$ cat config.mk
export PLATFORM = sky130hd
export DESIGN_NAME = alu_microseq_ctrl_flat
export DESIGN_NICKNAME = d
export VERILOG_FILES = /design/src/rtl/alu_microseq_ctrl_if.sv /design/src/rtl/alu_microseq_ctrl.sv /design/src/flat_wrapper.sv
export SDC_FILE = /design/constraint.sdc
export NUM_CORES = 1
export LEC_CHECK = 0
export CAP_MARGIN = 20
export CORE_MARGIN = 2
export CORE_UTILIZATION = 25
export CTS_CLUSTER_SIZE = 14
export DETAILED_ROUTE_END_ITERATION = 7
export SYNTH_ARGS = -nofsm -noshare
export SYNTH_HDL_FRONTEND = slang
export SYNTH_SLANG_ARGS = --single-unit
$ cat constraint.sdc
create_clock -name i_clk -period 7.6 [get_ports i_clk]
set_input_delay 0.76 -clock i_clk [delete_from_list [all_inputs] [get_ports i_clk]]
set_output_delay 0.76 -clock i_clk [all_outputs]
set_load 0.1 [all_outputs]
$ cat src/rtl/alu_microseq_ctrl_if.sv
// Bundle between a host and the micro-program sequencer.
//   master : host side; loads program words, issues start, observes datapath controls.
//   slave  : sequencer side; accepts program/start, drives SELA/SELB/SELD/OPR/Load,
//            Busy/Done status and the debug PC.
// Program word layout: {halt[14], sela[13:11], selb[10:8], seld[7:5], opr[4:0]}.
interface alu_microseq_ctrl_if #(
    parameter int unsigned AW = 4
);
    logic          prog_we;
    logic [AW-1:0] prog_addr;
    logic [14:0]   prog_data;
    logic          start;
    logic [AW-1:0] start_addr;
    logic [2:0]    sela;
    logic [2:0]    selb;
    logic [2:0]    seld;
    logic [4:0]    opr;
    logic          load;
    logic          busy;
    logic          done;
    logic [AW-1:0] pc;

    modport master (
        output prog_we, prog_addr, prog_data, start, start_addr,
        input  sela, selb, seld, opr, load, busy, done, pc
    );

    modport slave (
        input  prog_we, prog_addr, prog_data, start, start_addr,
        output sela, selb, seld, opr, load, busy, done, pc
    );
endinterface

$ cat src/rtl/alu_microseq_ctrl.sv
// Micro-program sequencer for the 8-register / 32-op ALU datapath.
// Holds a DEPTH-word loadable program; on start it steps from start_addr, spending
// FETCH, EXEC and WRITE cycles per micro-op, then pulses done for one cycle.
// Ports:
//   i_clk   : rising-edge clock
//   i_rst   : synchronous active-high reset (program memory is not cleared)
//   io_bus  : slave side of alu_microseq_ctrl_if (program load, start, datapath controls,
//             busy/done status, debug pc)
module alu_microseq_ctrl #(
    parameter int unsigned DEPTH = 16,
    parameter int unsigned AW    = 4
) (
    input  logic                i_clk,
    input  logic                i_rst,
    alu_microseq_ctrl_if.slave  io_bus
);

    localparam logic [2:0] S_IDLE  = 3'd0;
    localparam logic [2:0] S_FETCH = 3'd1;
    localparam logic [2:0] S_EXEC  = 3'd2;
    localparam logic [2:0] S_WRITE = 3'd3;
    localparam logic [2:0] S_DONE  = 3'd4;

    localparam logic [AW-1:0] LAST_ADDR = AW'(DEPTH - 1);

    logic [2:0]    r_state;
    logic [AW-1:0] r_pc;
    logic [14:0]   r_ir;
    logic [2:0]    r_seld;
    logic [14:0]   r_mem [DEPTH];

    logic w_mem_we;
    logic w_last_step;

    // Writes are only accepted while idle; a write in the start cycle lands before FETCH reads.
    assign w_mem_we    = io_bus.prog_we && (r_state == S_IDLE);
    assign w_last_step = r_ir[14] || (r_pc == LAST_ADDR);

    always_ff @(posedge i_clk) begin
        if (w_mem_we) begin
            r_mem[io_bus.prog_addr] <= io_bus.prog_data;
        end
    end

    always_ff @(posedge i_clk) begin
        if (i_rst) begin
            r_state <= S_IDLE;
            r_pc    <= '0;
            r_ir    <= '0;
            r_seld  <= '0;
        end else begin
            case (r_state)
                S_IDLE: begin
                    if (io_bus.start) begin
                        r_pc    <= io_bus.start_addr;
                        r_state <= S_FETCH;
                    end
                end
                S_FETCH: begin
                    r_ir    <= r_mem[r_pc];
                    r_state <= S_EXEC;
                end
                S_EXEC: begin
                    r_seld  <= r_ir[7:5];
                    r_state <= S_WRITE;
                end
                S_WRITE: begin
                    // No wrap past the last word: it ends the program like a halt.
                    if (w_last_step) begin
                        r_state <= S_DONE;
                    end else begin
                        r_pc    <= r_pc + AW'(1);
                        r_state <= S_FETCH;
                    end
                end
                S_DONE: begin
                    r_state <= S_IDLE;
                end
                default: begin
                    r_state <= S_IDLE;
                end
            endcase
        end
    end

    // A/B/op selects come straight from IR so they stay stable through the Load edge
    // and keep their last values while idle.
    assign io_bus.sela = r_ir[13:11];
    assign io_bus.selb = r_ir[10:8];
    assign io_bus.opr  = r_ir[4:0];
    assign io_bus.seld = r_seld;
    // Reset suppresses the register write in the very cycle it is asserted.
    assign io_bus.load = (r_state == S_WRITE) && (r_seld != 3'd0) && !i_rst;
    assign io_bus.busy = (r_state != S_IDLE);
    assign io_bus.done = (r_state == S_DONE);
    assign io_bus.pc   = r_pc;

endmodule

$ cat src/flat_wrapper.sv
// flat-port wrapper written by rule: the top's interface ports become plain ports
module alu_microseq_ctrl_flat 
#(
    parameter int unsigned DEPTH = 16,
    parameter int unsigned AW    = 4
)
  (i_clk, i_rst, io_bus_prog_we, io_bus_prog_addr, io_bus_prog_data, io_bus_start, io_bus_start_addr, io_bus_sela, io_bus_selb, io_bus_seld, io_bus_opr, io_bus_load, io_bus_busy, io_bus_done, io_bus_pc);
  alu_microseq_ctrl_if #(.AW(AW)) io_bus_i ();
  input  logic i_clk;
  input  logic i_rst;
  input wire logic [$bits(io_bus_i.prog_we)-1:0] io_bus_prog_we;
  input wire logic [$bits(io_bus_i.prog_addr)-1:0] io_bus_prog_addr;
  input wire logic [$bits(io_bus_i.prog_data)-1:0] io_bus_prog_data;
  input wire logic [$bits(io_bus_i.start)-1:0] io_bus_start;
  input wire logic [$bits(io_bus_i.start_addr)-1:0] io_bus_start_addr;
  output wire logic [$bits(io_bus_i.sela)-1:0] io_bus_sela;
  output wire logic [$bits(io_bus_i.selb)-1:0] io_bus_selb;
  output wire logic [$bits(io_bus_i.seld)-1:0] io_bus_seld;
  output wire logic [$bits(io_bus_i.opr)-1:0] io_bus_opr;
  output wire logic [$bits(io_bus_i.load)-1:0] io_bus_load;
  output wire logic [$bits(io_bus_i.busy)-1:0] io_bus_busy;
  output wire logic [$bits(io_bus_i.done)-1:0] io_bus_done;
  output wire logic [$bits(io_bus_i.pc)-1:0] io_bus_pc;
  assign io_bus_i.prog_we = io_bus_prog_we;
  assign io_bus_i.prog_addr = io_bus_prog_addr;
  assign io_bus_i.prog_data = io_bus_prog_data;
  assign io_bus_i.start = io_bus_start;
  assign io_bus_i.start_addr = io_bus_start_addr;
  assign io_bus_sela = io_bus_i.sela;
  assign io_bus_selb = io_bus_i.selb;
  assign io_bus_seld = io_bus_i.seld;
  assign io_bus_opr = io_bus_i.opr;
  assign io_bus_load = io_bus_i.load;
  assign io_bus_busy = io_bus_i.busy;
  assign io_bus_done = io_bus_i.done;
  assign io_bus_pc = io_bus_i.pc;
  alu_microseq_ctrl #(.DEPTH(DEPTH), .AW(AW)) u_core (.i_clk(i_clk), .i_rst(i_rst), .io_bus(io_bus_i));
endmodule
### Word level (Yosys, flattened, before mapping)

Memory sizes are Yosys's and may differ from the RTL's. A register that Yosys moved wholly into a read port is not among the register bits.
Index checks and enable logic that the tools add are counted.

* latch bits: 0
* word-level logic and storage cells: 30
* ROM bits: 0
* memories: 1
* bits in writable memories: 240
* flip-flop bits (word level): 10
* input bits: 27
* output and inout bits: 21

Memory list
* u_core.r_mem: words 16, width 15, rd ports 1, clocked after Yosys merged registers in 1, wr ports 1, RTL line alu_microseq_ctrl.sv:30 `logic [14:0] r_mem [DEPTH];`

* reduce and logical (&&, ||, !) cells: 10
* multiply operators: 0
* equal/unequal tests: 7
* div/mod/pow operators: 0
* order comparisons: 0
* shifts and indexed selects: 0
* multiplexer cells: 8
* bitwise gates (word level): 0
* add/sub/neg operators: 1

Operator list (number)
* $pmux W3 S4: 1
* $mux W4: 2
* $pmux W4 S2: 1
* $eq A3 B2 Y1 const B: 2
* $mux W3: 2
* $reduce_bool A3 Y1: 2
* $add A4 B1 Y4 const B: 1
* $eq A4 B4 Y1 const B: 1
* $ne A2 B2 Y1 const B: 2
* $eq A3 B1 Y1 const B: 1
* $eq A3 B3 Y1 const B: 1
* $logic_and A1 B1 Y1: 3
* $logic_not A3 Y1: 1
* $reduce_and A3 Y1: 1
* $mux W1: 2
* $reduce_bool A2 Y1: 1
* $logic_not A1 Y1: 1
* $logic_or A1 B1 Y1: 1

### Logic depth before layout (Yosys ltp)

* depth after elaboration: 4
* mapped depth: 8
* gate-level depth less buffers: 5

### Worst setup path before layout

Ideal clock, no wire load.

* path kind: flip-flop to output port
* start point: register u_core.r_seld[2] (netlist: u_core.io_bus.seld[2])
* end point: output io_bus_load
* path buffers: 0
* path slack: 3692 ps
* data required time: 6840 ps
* stages on the path, launching flop included: 3
* arrival: 3148 ps
* path through: dfxtp_1 -> nor3_1 -> nor3_1

* word-level cells in the longest chain between the ends: 3

Ends and longest elaborated chain
* start: declaration: RTL line alu_microseq_ctrl.sv:29 `logic [2:0] r_seld;`
* start signal: assignment: RTL line alu_microseq_ctrl.sv:64 `r_seld <= r_ir[7:5];`
* $reduce_bool A3 Y1: RTL line alu_microseq_ctrl.sv:93 `assign io_bus.load = (r_state == S_WRITE) && (r_seld != 3'd0) && !i_rst;`
* $logic_and A1 B1 Y1 (2 in series): RTL line alu_microseq_ctrl.sv:93
* end: declaration: RTL line flat_wrapper.sv:20 `output wire logic [$bits(io_bus_i.load)-1:0] io_bus_load;`

No other way between the ends.

### Worst setup path in the final report

* start point: input i_rst
* end point: output io_bus_load

* word-level cells in the longest chain between the ends: 2

Ends and longest elaborated chain
* start: declaration: RTL line flat_wrapper.sv:10 `input logic i_rst;`
* $logic_not A1 Y1: RTL line alu_microseq_ctrl.sv:93
* $logic_and A1 B1 Y1: RTL line alu_microseq_ctrl.sv:93

No other way between the ends.

==> impl_metrics.ini <==
[status]
status = finished, final reports clean

[worst_setup_path]
endpoint = io_bus_load
worstPathArrival_ns = 2.84
reg2reg_slack_ns = 5.19
worstRegToRegCells = 5
startpoint = i_rst
cp_data_required_time_ns = 6.84
worstSetupPathType = in -> out
critPathBufInv = 2
cp-end-kind = output pin
critPathTopFamily = buffers and inverters
path_depth = 3
max_stage_delay_ns = 1.16
timing.rr.end = u_core.r_ir[4]
cp-start-kind = input pin
path_cells = clkdlybuf4s50_1 > nor3_1 > clkdlybuf4s50_1
r2r-start = u_core.io_bus.pc[1]
cpMostUsedCell = clkdlybuf4s50_1
critPathSlowestCell = clkdlybuf4s50_1
path_max_fanout = 13

[sta]
max_slew.worst_pin.slew_ns = 1.03
period_share_pct = 47.3
finalHoldViolCount = 0
relSlewSlack_pct = 31.1
rsz0062_at_grt = false
skew_ns = 0.00983
period_needed_ns = 3.60
tns_ns = 0
whs_ns = 0.536
finalSetupViolations = 0
finalMaxSlewViolations = 0
fmax_mhz = 278

[floorplanning]
die_x_um = 208
io_pins = 48
die_h_um = 208
rows = 74
die-area_um2 = 43500
start_util_pct = 25.5
core_um2 = 41000

[placed_design]
gp_congestion = 0.712
dp_hpwl_um = 13500
port_buffers = 47

[clock_network]
clk_path_buf_depth = 3
cts_buffers = 28
clk_pin_slew_ns = 0.06
cts_root_buf = clkbuf_16
cts_tree = yes
post_cts_resized = 0
htree_levels = 1
cts_post_setup_buffers_inserted = 0
worstSkewPairLatency_ns = 0.54
cts_sinks = 265
holdBufCountCts = 0

[hold_path]
hold_path_class = reg -> reg

[synthesis]
synth-seq-area-share_pct = 73.7
syn_area_per_cell_um2 = 18.9
ys_types = 50
synth_ff_type = edfxtp_1
synth_top_area_share_pct = 68.9
synth-edff-count = 240
synth_largest_area_cell = edfxtp_1
synth_nets = 580
ys_warn_count = 0
ys_ff_latch = 265
async_flop_share_pct = 0
syn_inst = 552
synth_area_um2 = 10500
yosys-top-cells-area = edfxtp_1 (69%), mux4_2 (8.2%), dfxtp_1 (4.8%)

[route]
drc_errors = 0
wirelength_um = 23300
wl_per_cell_um = 20.0
vias = 5215
ant_nets = 0
drt-initial-drc-count = 392
via_per_inst = 4.48
dr.pass1.iters = 4

[grt]
grt_pass1_wl_um = 34700
grt_pass1_vias = 5292
overflow = 0
grt_use_total_pct = 10.6
antenna_found_initial = 0
grt_max_degree = 52

[power_and_ir_drop]
powerDensity_nw_per_um2 = 286
power.total_uw = 3550
p_leak_uw = 0.00395
ir_drop_mv = 0.148

[run]
cap_violations = 0

[layout]
nNetsFinal = 637
nFillCells = 3966
n_antenna_cell = 0
area_growth_pct = 18.9
drive_above_1_share_pct = 19.3
post-route-util_pct = 30.3
[area by class of cell]
cell class,count,area [um2],share of cell area [%]
multi-input cells,243,2450,19.7
repair buffers,68,632,5.09
clock inverters,20,205,1.65
inverters,3,13.8,0.111
flip-flops and latches,265,7710,62.1
clock buffers,32,747,6.01
well taps,532,666,5.36
[power breakdown]
part / internal [uW] / switching, uW
sequential: 1630 / 32.5
combinational: 178 / 324
clock: 841 / 546
[worst min-delay path by stage]
stage,from,end,cells past startpoint
finish,u_core.io_bus.seld[1],u_core.io_bus.seld[1],2
CTS,u_core.io_bus.seld[1],u_core.io_bus.seld[1],2
global route,u_core.io_bus.seld[0],u_core.io_bus.seld[0],2
detailed placement,u_core.io_bus.seld[1],u_core.io_bus.seld[1],2
floorplan,u_core.r_ir[5],u_core.io_bus.seld[0],2
global placement,u_core.io_bus.seld[1],u_core.io_bus.seld[1],2
[cells in the final DEF, fill, tap and decap left out, drive strengths merged, types with 2 or more instances in the layout]
cell / instances
nor3b: 3
inv: 4
nand2: 7
dfxtp: 25
bufinv: 4
edfxtp: 240
nor2: 18
buf: 21
nand3b: 3
nand3: 3
a211oi: 14
clkbuf: 32
mux4: 44
nor2b: 2
a22oi: 3
nand4b: 2
clkdlybuf4s50: 47
o21ai: 17
o22ai: 14
a21oi: 18
or2: 14
and3: 2
mux2i: 49
a31oi: 2
clkinv: 14
nand2b: 2
and2: 2
nor3: 12
[worst min-delay path, stage by stage, from the launching register on]
cell	delay [ns]
dfxtp_1	0.36
mux2i_1	0.08
nor2_1	0.07
[state kept, by name, summed over array words and instances, names as in the netlist]
name,count
u_core.r_mem,240
u_core.r_ir,15
u_core.io_bus.pc,4
u_core.io_bus.seld,3
u_core.r_state,3
[kinds of logic after synthesis]
| group | synth area share, % |
|---|---|
| AOI/OAI and AO/OA | 4.41 |
| DFF | 73.7 |
| muxes | 14.4 |
| and+or+nand+nor | 4.19 |
| adders and majority gates | 0.120 |
| buffers and inverters | 3.08 |
| xor gates and xnor gates | 0.0838 |
[stage by stage]
step                      setup WS (ns)  instances  area [um2]
after global placement             3.94       1110       11500
final                              4.00       1163       12400
after floorplan                    3.69        552       10500
after detailed placement           3.99       1110       11500
after global routing               3.88       1163       12400
after CTS                          3.98       1162       12400
[synthesized netlist by cell type, drive strengths merged, types with 3 or more instances]
| library cell | number |
|---|---|
| nor3b | 3 |
| mux4 | 44 |
| o22ai | 14 |
| or2 | 14 |
| edfxtp | 240 |
| a22oi | 3 |
| nor3 | 12 |
| nand3 | 3 |
| nor2 | 18 |
| buf | 36 |
| clkbuf | 5 |
| mux2i | 49 |
| inv | 3 |
| nand2 | 7 |
| a21oi | 18 |
| a211oi | 14 |
| o21ai | 17 |
| dfxtp | 25 |
| nand3b | 3 |
[layer usage]
layer,up-vias,track usage [%],part of all wire (%)
li1,2338,-,-
met1,2733,13.9,43
met2,121,18.6,52
met3,23,1.52,3.8
met4,0,2.60,1.1
met5,-,0,0
Power figures use the tool's default switching activity.
